$ cat src/rtl/run_ctrl_pkg.sv
// Shared types and helpers for the run controller: FSM state encoding,
// the ebreak halt encoding and the data-signature fold.
package run_ctrl_pkg;

  typedef enum logic [2:0] {
    IDLE     = 3'd0,
    CORE_RST = 3'd1,
    SETTLE   = 3'd2,
    RUN      = 3'd3,
    DONE     = 3'd4
  } run_state_t;

  localparam logic [31:0] HALT_EBREAK = 32'h00100073;

  // Widest signature the fold helper supports; callers pass their real width.
  localparam int SIG_MAX_W = 64;

  // Rotate-left-by-one within the low 'width' bits, then xor in the new data word.
  function automatic logic [SIG_MAX_W-1:0] sig_fold(input logic [SIG_MAX_W-1:0] sig,
                                                    input logic [SIG_MAX_W-1:0] data,
                                                    input int width);
    logic [SIG_MAX_W-1:0] rot;
    rot = '0;
    for (int i = 0; i < SIG_MAX_W; i++) begin
      if (i == 0) rot[i] = sig[width-1];
      else if (i < width) rot[i] = sig[i-1];
    end
    return rot ^ data;
  endfunction

endpackage

$ cat src/rtl/run_ctrl_trace_buf.sv
// Circular trace of the most recent instructions; the oldest entry is dropped
// when a write arrives while full. Pops return data one cycle later.
module run_ctrl_trace_buf #(
  parameter int DEPTH = 8,
  parameter int WIDTH = 32
) (
  input  logic             clk,
  input  logic             rst_n,
  input  logic             clr,
  input  logic             wr_en,
  input  logic [WIDTH-1:0] wr_data,
  input  logic             rd_en,
  output logic [WIDTH-1:0] rd_data,
  output logic             empty
);

  localparam int AW = $clog2(DEPTH);

  logic [WIDTH-1:0] mem [DEPTH];
  logic [AW:0]      wr_ptr;
  logic [AW:0]      rd_ptr;
  logic             full;

  // Pointers carry a wrap bit so full and empty are distinguishable.
  assign empty = (wr_ptr == rd_ptr);
  assign full  = (wr_ptr[AW] != rd_ptr[AW]) && (wr_ptr[AW-1:0] == rd_ptr[AW-1:0]);

  always_ff @(posedge clk) begin
    if (wr_en) mem[wr_ptr[AW-1:0]] <= wr_data;
  end

  always_ff @(posedge clk or negedge rst_n) begin
    if (!rst_n) begin
      wr_ptr  <= '0;
      rd_ptr  <= '0;
      rd_data <= '0;
    end else if (clr) begin
      wr_ptr <= '0;
      rd_ptr <= '0;
    end else if (wr_en) begin
      wr_ptr <= wr_ptr + 1'b1;
      if (full) rd_ptr <= rd_ptr + 1'b1;
    end else if (rd_en && !empty) begin
      rd_data <= mem[rd_ptr[AW-1:0]];
      rd_ptr  <= rd_ptr + 1'b1;
    end
  end

endmodule

$ cat src/rtl/run_ctrl.sv
// Run controller: sequences core reset/start, counts fetch beats, detects halt,
// enforces a cycle watchdog and folds a data signature. RUN_CTRL_TRACE_EN adds a trace buffer.
module run_ctrl
  import run_ctrl_pkg::*;
#(
  parameter int INST_WIDTH = 32,
  parameter int DATA_WIDTH = 32,
  parameter int RST_CYC    = 2,
  parameter int SETTLE_CYC = 2,
  parameter int MAX_CYC    = 30,
  parameter int CNT_WIDTH  = 16,
`ifdef RUN_CTRL_TRACE_EN
  parameter int TRACE_DEPTH = 8,
`endif
  parameter logic [INST_WIDTH-1:0] HALT_INST = INST_WIDTH'(HALT_EBREAK)
) (
  input  logic                  clk,
  input  logic                  rst_n,
  input  logic                  go,
  input  logic [DATA_WIDTH-1:0] exp_sig,
  input  logic [INST_WIDTH-1:0] fetch_inst,
  input  logic                  inst_valid,
  input  logic [DATA_WIDTH-1:0] fetch_data,
  input  logic                  data_valid,
`ifdef RUN_CTRL_TRACE_EN
  input  logic                  trace_rd,
  output logic [INST_WIDTH-1:0] trace_data,
  output logic                  trace_empty,
`endif
  output logic                  core_rst_n,
  output logic                  start,
  output logic                  running,
  output logic                  done,
  output logic                  timeout,
  output logic                  pass,
  output logic [CNT_WIDTH-1:0]  cycle_cnt,
  output logic [CNT_WIDTH-1:0]  inst_cnt,
  output logic [CNT_WIDTH-1:0]  data_cnt,
  output logic [DATA_WIDTH-1:0] signature,
  output logic [2:0]            dbg_state
);

  localparam int PH_W = 16;

  run_state_t            state;
  logic [PH_W-1:0]       phase_cnt;
  logic                  go_accept;
  logic                  halt_hit;
  logic                  limit_hit;
  logic [DATA_WIDTH-1:0] sig_next;
  logic [DATA_WIDTH-1:0] sig_final;

  function automatic logic [CNT_WIDTH-1:0] sat_inc(input logic [CNT_WIDTH-1:0] v);
    return (v == '1) ? v : v + 1'b1;
  endfunction

  assign dbg_state = state;
  assign go_accept = go && (state == IDLE || state == DONE);
  assign halt_hit  = (state == RUN) && inst_valid && (fetch_inst == HALT_INST);
  assign limit_hit = (state == RUN) && (cycle_cnt == CNT_WIDTH'(MAX_CYC - 1));
  assign sig_next  = DATA_WIDTH'(sig_fold(SIG_MAX_W'(signature), SIG_MAX_W'(fetch_data), DATA_WIDTH));
  // The verdict must include a data beat that lands on the final RUN cycle.
  assign sig_final = data_valid ? sig_next : signature;

  always_ff @(posedge clk or negedge rst_n) begin
    if (!rst_n) begin
      state      <= IDLE;
      phase_cnt  <= '0;
      core_rst_n <= 1'b0;
      start      <= 1'b0;
      running    <= 1'b0;
      done       <= 1'b0;
      timeout    <= 1'b0;
      pass       <= 1'b0;
      cycle_cnt  <= '0;
      inst_cnt   <= '0;
      data_cnt   <= '0;
      signature  <= '0;
    end else begin
      case (state)
        IDLE, DONE: begin
          core_rst_n <= 1'b1;
          if (go_accept) begin
            state      <= CORE_RST;
            phase_cnt  <= '0;
            core_rst_n <= 1'b0;
            done       <= 1'b0;
            timeout    <= 1'b0;
            pass       <= 1'b0;
            cycle_cnt  <= '0;
            inst_cnt   <= '0;
            data_cnt   <= '0;
            signature  <= '0;
          end
        end
        CORE_RST: begin
          if (phase_cnt == PH_W'(RST_CYC - 1)) begin
            phase_cnt  <= '0;
            core_rst_n <= 1'b1;
            if (SETTLE_CYC == 0) begin
              state   <= RUN;
              start   <= 1'b1;
              running <= 1'b1;
            end else begin
              state <= SETTLE;
            end
          end else begin
            phase_cnt <= phase_cnt + 1'b1;
          end
        end
        SETTLE: begin
          if (phase_cnt == PH_W'(SETTLE_CYC - 1)) begin
            phase_cnt <= '0;
            state     <= RUN;
            start     <= 1'b1;
            running   <= 1'b1;
          end else begin
            phase_cnt <= phase_cnt + 1'b1;
          end
        end
        RUN: begin
          cycle_cnt <= sat_inc(cycle_cnt);
          if (inst_valid) inst_cnt <= sat_inc(inst_cnt);
          if (data_valid) begin
            data_cnt  <= sat_inc(data_cnt);
            signature <= sig_next;
          end
          // Halt takes priority over the watchdog on the same cycle.
          if (halt_hit || limit_hit) begin
            state   <= DONE;
            start   <= 1'b0;
            running <= 1'b0;
            done    <= 1'b1;
            timeout <= !halt_hit;
            pass    <= halt_hit && (sig_final == exp_sig);
          end
        end
        default: state <= IDLE;
      endcase
    end
  end

`ifdef RUN_CTRL_TRACE_EN
  run_ctrl_trace_buf #(
    .DEPTH (TRACE_DEPTH),
    .WIDTH (INST_WIDTH)
  ) u_trace (
    .clk     (clk),
    .rst_n   (rst_n),
    .clr     (go_accept),
    .wr_en   ((state == RUN) && inst_valid),
    .wr_data (fetch_inst),
    .rd_en   ((state == DONE) && trace_rd),
    .rd_data (trace_data),
    .empty   (trace_empty)
  );
`endif

endmodule
$ cat config.mk
export PLATFORM = sky130hd
export DESIGN_NAME = run_ctrl
export DESIGN_NICKNAME = d
export VERILOG_FILES = /design/src/rtl/run_ctrl_pkg.sv /design/src/rtl/run_ctrl_trace_buf.sv /design/src/rtl/run_ctrl.sv
export SDC_FILE = /design/constraint.sdc
export NUM_CORES = 1
export LEC_CHECK = 0
export BUFFER_PORTS_ARGS = -buffer_cell sky130_fd_sc_hd__buf_2
export CORE_ASPECT_RATIO = 1.1
export CORE_UTILIZATION = 40
export CTS_CLUSTER_DIAMETER = 200
export DETAILED_ROUTE_END_ITERATION = 10
export PLACE_DENSITY_LB_ADDON = 0.2
export SYNTH_ARGS = -nofsm -noshare
export SYNTH_HDL_FRONTEND = slang
export SYNTH_SLANG_ARGS = --single-unit
$ cat constraint.sdc
create_clock -name clk -period 2.3 [get_ports clk]
set_clock_uncertainty 0.15 [all_clocks]
set_input_delay 0.46 -clock clk [delete_from_list [all_inputs] [get_ports clk]]
set_output_delay 0.46 -clock clk [all_outputs]
set_load 0.005 [all_outputs]
* After elaboration in Yosys (flattened, before gate mapping)
Index checks and enable logic that the tools add are counted.
** Storage, ports and cells
- Bits in registers :: 104
** Cells by class
- Reduce and logical (&&, ||, !) cells :: 24
- Muxes and demuxes :: 31
- Eq/ne operators :: 20
- Bitwise logic cells :: 1
- Add/sub/neg operators :: 4
** Operators by type and width (number)
- $pmux W16 S2 :: 4
- $mux W16 :: 7
- $add A16 B1 Y16 const B :: 4
- $mux W32 :: 2
- $pmux W32 S2 :: 1
- $eq A16 B16 Y1 const B :: 3
- $eq A32 B21 Y1 const B :: 1
- $eq A32 B32 Y1 :: 1
- $xor A32 B32 Y32 :: 1
- $eq A16 B1 Y1 const B :: 1
- $eq A16 B5 Y1 const B :: 1
- $ne A2 B2 Y1 const B :: 8
- $mux W3 :: 4
- $pmux W3 S4 :: 1
- $reduce_and A4 Y1 :: 3
- $pmux W1 S2 :: 5
- $reduce_and A3 Y1 :: 3
- $reduce_bool A2 Y1 :: 4
- $mux W1 :: 7
- $eq A3 B2 Y1 const B :: 2
- $reduce_and A2 Y1 :: 3
- $logic_and A1 B1 Y1 :: 5
- $reduce_or A2 Y1 :: 2
- $eq A3 B1 Y1 const B :: 1
- 5 further kinds :: 6

* Depth between registers and ports, before layout
Gate-level depths: netlist of the first run.
- Word-level depth :: 6
- Depth in mapped cells :: 9
- Depth with buffers taken out :: 8

* Least setup slack after synthesis of the first run
Ideal clock, no wire load.
- Kind :: input-to-reg
- Start point :: in data_valid
- End point :: reg data_cnt[10]
- Library setup time :: 124 ps
- Slack :: 321 ps
- Stages on the path :: 7
- Data arrival time :: 1705 ps
- Required time :: 2026 ps
- Path through :: buf_2 -> and4b_1 -> buf_4 -> nand3_2 -> or4b_1 -> nand3_1 -> o21ai_1
** On the way
- Word-level cells in the longest chain between the ends :: 2
** RTL lines
- from (decl) :: line run_ctrl.sv:24 : input logic data_valid,
- $ne A2 B2 Y1 (no source line)
- $reduce_and A4 Y1 (no source line)
- to (signal assigned) :: line run_ctrl.sv:125 : data_cnt <= sat_inc(data_cnt);
- to (decl) :: line run_ctrl.sv:38 : output logic [CNT_WIDTH-1:0] data_cnt,
Every way passes these cells.
A chain may end at the register's enable or synchronous reset.

* Worst setup path after layout of the first run
- Start point :: reg cycle_cnt[0]
- End point :: reg cycle_cnt[10]
** On the way
- Word-level cells in the longest chain between the ends :: 3
- Elaborated cells between the ends (all ways) :: 6
- Classes of those cells :: add/sub (1); eq/ne (2); mux (2); reduce/logical (1)
** RTL lines
- from (decl) :: line run_ctrl.sv:36 : output logic [CNT_WIDTH-1:0] cycle_cnt,
- from (signal assigned) :: line run_ctrl.sv:122 : cycle_cnt <= sat_inc(cycle_cnt);
- $add A16 B1 Y16 / $eq A16 B16 Y1 (equally long branches) :: line run_ctrl.sv:54 : return (v == '1) ? v : v + 1'b1;
- $mux W16 / $ne A2 B2 Y1 (equally long branches)
- $pmux W16 S2 / $reduce_and A3 Y1 (equally long branches)
Several ways; a longest one is shown, not always the timed one. The select of a mux whose other input is x is not followed.

==> results of run 1 <==
per-stage QoR:
stage	hold WS, ns	cells	setup slack (ns)	area, um2	util
floorplan	0.01441	639	0.3213	5991	-
global placement	0.2916	1014	0.1916	7217	0.4976
detailed placement	0.2982	1014	0.1027	7217	0.4976
CTS	0.2146	1030	0.1291	7548	0.5204
global route	0.2275	1030	0.03208	7557	0.5210
finish	0.2280	1030	0.1607	7557	0.5210
cells by family (layout without fill, tap and decap cells):
family | Yosys count | after routing
buffers and inverters | 37 | 236
flip-flops | 104 | 104
AND/OR/NAND/NOR | 260 | 260
XOR/XNOR | 134 | 134
adder cells (fa/ha/maj) | 6 | 6
AO/OA/AOI/OAI | 92 | 92
multiplexers | 6 | 6
cells in the final DEF, fill, tap and decap left out, drive strengths merged, types with 4 or more instances in the layout:
cell type    n
or3          5
a211oi       4
nor2        66
nor4        21
a21oi        8
mux2i        6
and3        12
nand4       27
ha           6
xor2        54
nand2       38
nand3       59
dfrtp      104
inv         13
o21ai       59
o31ai        5
xnor2       80
nor3        14
buf        207
clkbuf      12
final cells by class:
class / count / area [um2] / area share
Inverter: 13 / 48.80 / 0.006457
Multi-Input combinational cell: 498 / 3238 / 0.4285
Sequential cell: 104 / 2603 / 0.3444
Clock buffer: 12 / 256.5 / 0.03394
Timing Repair Buffer: 208 / 1106 / 0.1464
Tap cell: 192 / 240.2 / 0.03179
Clock inverter: 3 / 65.06 / 0.008609
worst reg2reg max path, delay by kind of cell (launching register included):
| family | cells | cell delay, ns |
|---|---|---|
| simple gates | 5 | 0.82 |
| flops | 1 | 0.44 |
| fa+ha+maj | 1 | 0.30 |
| buf+inv | 1 | 0.16 |
| xor+xnor | 1 | 0.16 |
flip-flops by register name, summed over array words and instances (netlist names):
| name | count |
|---|---|
| inst_cnt | 16 |
| pass | 1 |
| running | 1 |
| dbg_state | 3 |
| core_rst_n | 1 |
| signature | 32 |
| phase_cnt | 16 |
| cycle_cnt | 16 |
| timeout | 1 |
| data_cnt | 16 |
| done | 1 |
power breakdown:
part | switching, mW | internal [mW]
logic | 1.51 | 1.19
registers | 0.520 | 2.17
clock network | 0.675 | 1.01
total | 2.71 | 4.37
worst max path at each step:
stage | cells past startpoint | endpoint | startpoint | slack, ns
6_report | 8 | cycle_cnt[10]$_DFFE_PN0P_ | cycle_cnt[0]$_DFFE_PN0P_ | 0.16
5_1_grt | 6 | cycle_cnt[15]$_DFFE_PN0P_ | dbg_state[0]$_DFFE_PN0P_ | 0.03
4_1_cts | 8 | cycle_cnt[10]$_DFFE_PN0P_ | cycle_cnt[0]$_DFFE_PN0P_ | 0.13
3_5_place_dp | 7 | running$_DFFE_PN0P_ | fetch_inst[18] | 0.10
3_3_place_gp | 7 | running$_DFFE_PN0P_ | fetch_inst[18] | 0.19
2_1_floorplan | 7 | data_cnt[10]$_DFFE_PN0P_ | data_valid | 0.32
what timing repair did:
item                                   4_1_cts  5_1_grt
endpoints found under the hold margin       33        0
setup endpoints to repair                    0        6
hold buffers                                 1        0
gates resized for setup                      0        1
routing by layer:
metal / part of all wire / up-vias
met1: 0.44 / 2573
li1: - / 2635
met4: 0.020 / 0
met5: 0 / -
met2: 0.48 / 197
met3: 0.058 / 26
==> flow_summary.json, run 1 <==
{
  "clkSinkCount": 104,
  "grt_util_met3": 0.03715,
  "cp-end-kind": "flip-flop",
  "synth_ff_type": "dfrtp_1",
  "drive_gt1_frac": 0.2792,
  "area_growth_pct": 26.15,
  "crit_path_start_kind": "flip-flop",
  "holdPathStages": 2,
  "fp.dieW_um": 118.7,
  "grt_max_degree": 58,
  "path_cells": "ha_1, nand4_1, nor4_4, nor3_1, buf_4, nand3_1, xor2_1, nor2_1",
  "post_cts_buffers": 0,
  "postSynth.asyncResetShare": 1.000,
  "start_util": 0.4130,
  "antenna_found_initial": 0,
  "vias": 5431,
  "wl_um": 16710,
  "grt_pass1_wl_um": 26640,
  "finalCritPeriodShare": 0.9301,
  "cts_buffers": 9,
  "hold_path_class": "primary input to flip-flop",
  "setup_viol": 0,
  "rows": 46,
  "syn_inst": 639,
  "drcViolationCount": 0,
  "gr-usage-met2": 0.3732,
  "htreeDepth": 3,
  "slew_violations": 0,
  "clockRootBuffer": "clkbuf_16",
  "powerDensity_nw_per_um2": 936.2,
  "peakVddDrop_uv": 369.4,
  "worstMarginPinSlew_ns": 0.4970,
  "crit_fanout": 6,
  "insertion_delay_ns": 0.35,
  "grt_pass1_vias": 5235,
  "relSlewSlack": 0.6667,
  "timing.rr.end": "cycle_cnt[10]$_DFFE_PN0P_",
  "finalNetCount": 941,
  "hold_viol": 0,
  "yosysTopAreaCellShare": 0.4344,
  "synth-xor-area-share": 0.1959,
  "synth_top_family_by_area": "simple AND/OR/NAND/NOR gates",
  "grt.busiest_layer": "met2",
  "synth-simple-area-share": 0.2260,
  "gp_congestion": 0.8869,
  "cp.arrival_ns": 2.22,
  "num_io_pins": 190,
  "drt_iter0_drc": 327,
  "synth-seq-area-share": 0.4344,
  "slowest_stage": "dfrtp_1",
  "post-route-min-period_ns": 2.139,
  "grt_use_total": 0.2187,
  "wl_per_cell_um": 16.22,
  "fp.dieH_um": 130.4,
  "synth_area_leaders": "dfrtp_1 (43%), xnor2_1 (12%), xor2_1 (7.9%)",
  "first_pass_iters": 6,
  "crit_family": "simple AND/OR/NAND/NOR gates",
  "postRouteAntennaNets": 0,
  "max_freq_mhz": 467.5,
  "synthAdderAreaFrac": 0.01253,
  "clkSlewWorstSetupHoldPaths_ns": 0.07,
  "num-fill-cells": 1412,
  "tns_ns": 0,
  "maxCapViolCount": 0,
  "hold_end": "dbg_state[2]$_DFFE_PN0P_",
  "grt_util_met1": 0.2792,
  "synth_common_cells": "dfrtp_1 (104), xnor2_1 (80), nor2_1 (66)",
  "synth_cell_types": 57,
  "power_mw": 7.075,
  "min_from": "go",
  "post-dp-hpwl_um": 12710,
  "overflow": 0,
  "muxShareOfSynthArea": 0.01003,
  "max_stage_delay_ns": 0.44,
  "required_ns": 2.39,
  "synth_nets": 746,
  "dieArea_um2": 15470,
  "cts_buffer_depth": 2,
  "r2r-start": "cycle_cnt[0]$_DFFE_PN0P_",
  "vias_per_cell": 5.273,
  "rsz0062_at_grt": "no",
  "avgSynthCellArea_um2": 9.375,
  "synth_compound_area_frac": 0.09336,
  "outcome": "finished clean",
  "r2r_cells": 8,
  "synth_edf_count": 0,
  "r2r_setup_slack_ns": 0.16,
  "insertedDiodeCount": 0,
  "criticalPathCategory": "flip-flop to flip-flop",
  "io_buffers": 189,
  "yosysMostFrequentCell": "dfrtp_1",
  "syn_area_um2": 5991,
  "core_um2": 14500,
  "yosysWarningCount": 0,
  "yosys.area.top_type": "dfrtp_1",
  "ys_ff_latch": 104,
  "cts_tree": "built",
  "crit_buf_inv": 1,
  "power.leakage_nw": 3.580
}
(Power assumes the default switching activity.)
==> run 2, diff against run 1 <==
- CORE_MARGIN: not set -> 3
- CTS_CLUSTER_DIAMETER: 200 -> 80
- REMOVE_ABC_BUFFERS: not set -> 1
==> run 2 against run 1 <==
The run now ends with negative hold slack left. Routed wire length up 2.4%. Flip-flop and latch count is the same. Power rose by 1.6%. Global-route usage shrank 1.1 points. Sequential power fell by 2%. Largest power group unchanged.
==> flow_summary.json, run 2 (synthesized netlist as in run 1, its figures left out) <==
{
  "outcome": "finished, violations left",
  "violations": "negative hold slack",
  "clkPwrFrac": 0.236,
  "peakVddDrop_uv": 599.4,
  "maxCapViolCount": 0,
  "combPwrFrac": 0.396,
  "drive_gt1_frac": 0.2808,
  "htreeDepth": 3,
  "grt_pass1_wl_um": 26940,
  "io_buffers": 189,
  "required_ns": 2.44,
  "switchingPower_mw": 2.734,
  "crit_fanout": 4,
  "hold_path_class": "primary input to asynchronous set/reset pin",
  "cts_buffer_depth": 2,
  "finalCritPeriodShare": 0.9003,
  "wl_um": 17110,
  "cts_tree": "built",
  "slew_violations": 0,
  "p_int_mw": 4.455,
  "rsz0062_at_grt": "no",
  "first_pass_iters": 4,
  "drcViolationCount": 0,
  "overflow": 0,
  "layout_commonest_cell": "buf_2",
  "vias_per_cell": 5.242,
  "powerDensity_nw_per_um2": 949.7,
  "dieArea_um2": 16480,
  "relSlewSlack": 0.5956,
  "clkSlewWorstSetupHoldPaths_ns": 0.07,
  "rows": 46,
  "hold_viol": 3,
  "swShare": 0.3804,
  "grt_use_total": 0.2076,
  "clkSinkCount": 104,
  "regMostFlops": "signature",
  "utilization": 0.5198,
  "path_common_cell": "xnor2_1",
  "clockRootBuffer": "clkbuf_16",
  "insertion_delay_ns": 0.36,
  "grt_pass1_vias": 5349,
  "gp_congestion": 0.9015,
  "start_util": 0.4114,
  "finalNetCount": 939,
  "insertedDiodeCount": 0,
  "slowest_stage": "nor4_1",
  "post-route-min-period_ns": 2.071,
  "worstSetupStartpoint": "signature[7]$_DFFE_PN0P_",
  "area_growth_pct": 26.36,
  "core_um2": 14560,
  "design_area_um2": 7570,
  "crit_buf_inv": 0,
  "antenna_found_initial": 0,
  "wl_per_cell_um": 16.62,
  "fp.dieH_um": 134.4,
  "r2r-start": "signature[7]$_DFFE_PN0P_",
  "worstMarginPinSlew_ns": 0.6066,
  "seq_power_share": 0.368,
  "cp-end-kind": "flip-flop",
  "power_mw": 7.189,
  "postRouteAntennaNets": 0,
  "cts_buffers": 9,
  "vias": 5394,
  "crit_path_start_kind": "flip-flop",
  "path_cells": "xnor2_1, xnor2_1, nor4_1, nand3_1, o31a_1, o21ai_1",
  "postPlaceCellArea_um2": 7234,
  "grt_max_degree": 105,
  "num_io_pins": 190,
  "fp.dieW_um": 122.7,
  "max_freq_mhz": 482.9,
  "drt_iter0_drc": 288,
  "cp.arrival_ns": 2.21,
  "criticalPathCategory": "flip-flop to flip-flop",
  "setup_viol": 0,
  "post-dp-hpwl_um": 13110,
  "layout_common_cells": "buf_2 (188), dfrtp_1 (104), xnor2_1 (80), nor2_1 (65), nand3_1 (57)",
  "largest_register_ffs": 32,
  "power.leakage_nw": 3.568,
  "max_stage_delay_ns": 0.48,
  "crit_family": "simple AND/OR/NAND/NOR gates",
  "fin_hold_ws_ns": -0.01306
}
## run 2: layout make-up
class | count | area (um2)
Fill cell | 1395 | 6992
Clock inverter | 4 | 73.82
Inverter | 13 | 48.80
Sequential cell | 104 | 2603
Multi-Input combinational cell | 498 | 3234
Timing Repair Buffer | 206 | 1114
Clock buffer | 12 | 256.5
Tap cell | 192 | 240.2
## run 2: final timing paths
| kind | endpoint | slack (ns) | cells after the start |
|---|---|---|---|
| max | pass$_DFFE_PN0P_ | 0.23 | 6 |
| min reg2reg | done$_DFFE_PN0P_ | 0.36 | 2 |
| min | inst_cnt[0]$_DFFE_PN0P_ | -0.01 | 2 |
| max in group asynchronous | cycle_cnt[13]$_DFFE_PN0P_ | 1.53 | 2 |
| max reg2reg | pass$_DFFE_PN0P_ | 0.23 | 6 |
| min in group clk | dbg_state[2]$_DFFE_PN0P_ | 0.17 | 2 |
## run 2: metrics by stage
stage	worst slack (ns)	TNS [ns]	instances
after floorplan	-0.3721	-3.972	615
after global placement	0.1674	0	1013
after detailed placement	0.1337	0	1013
after CTS	0.1306	0	1029
after global routing	0.1092	0	1029
final	0.2293	0	1029
## run 2: power by group through the flow
stage	Sequential, mW	Combinational [mW]	Clock (mW)
detailed placement	2.67	2.87	0
floorplan	2.63	1.56	0
global placement	2.66	2.81	0
global route	2.70	3.16	1.82
finish	2.64	2.85	1.70
CTS	2.64	2.88	1.75
## run 2: repair_timing
item                       CTS  global route
setup buffers                0             0
hold buffers                 0             0
setup endpoints to repair    0             1
gates resized for setup      0             1
## run 2: routing by layer
metal	global-route usage	share of wire
met1	0.2608	0.41
met4	0.07343	0.018
met2	0.3461	0.50
met5	0	0
met3	0.05103	0.074
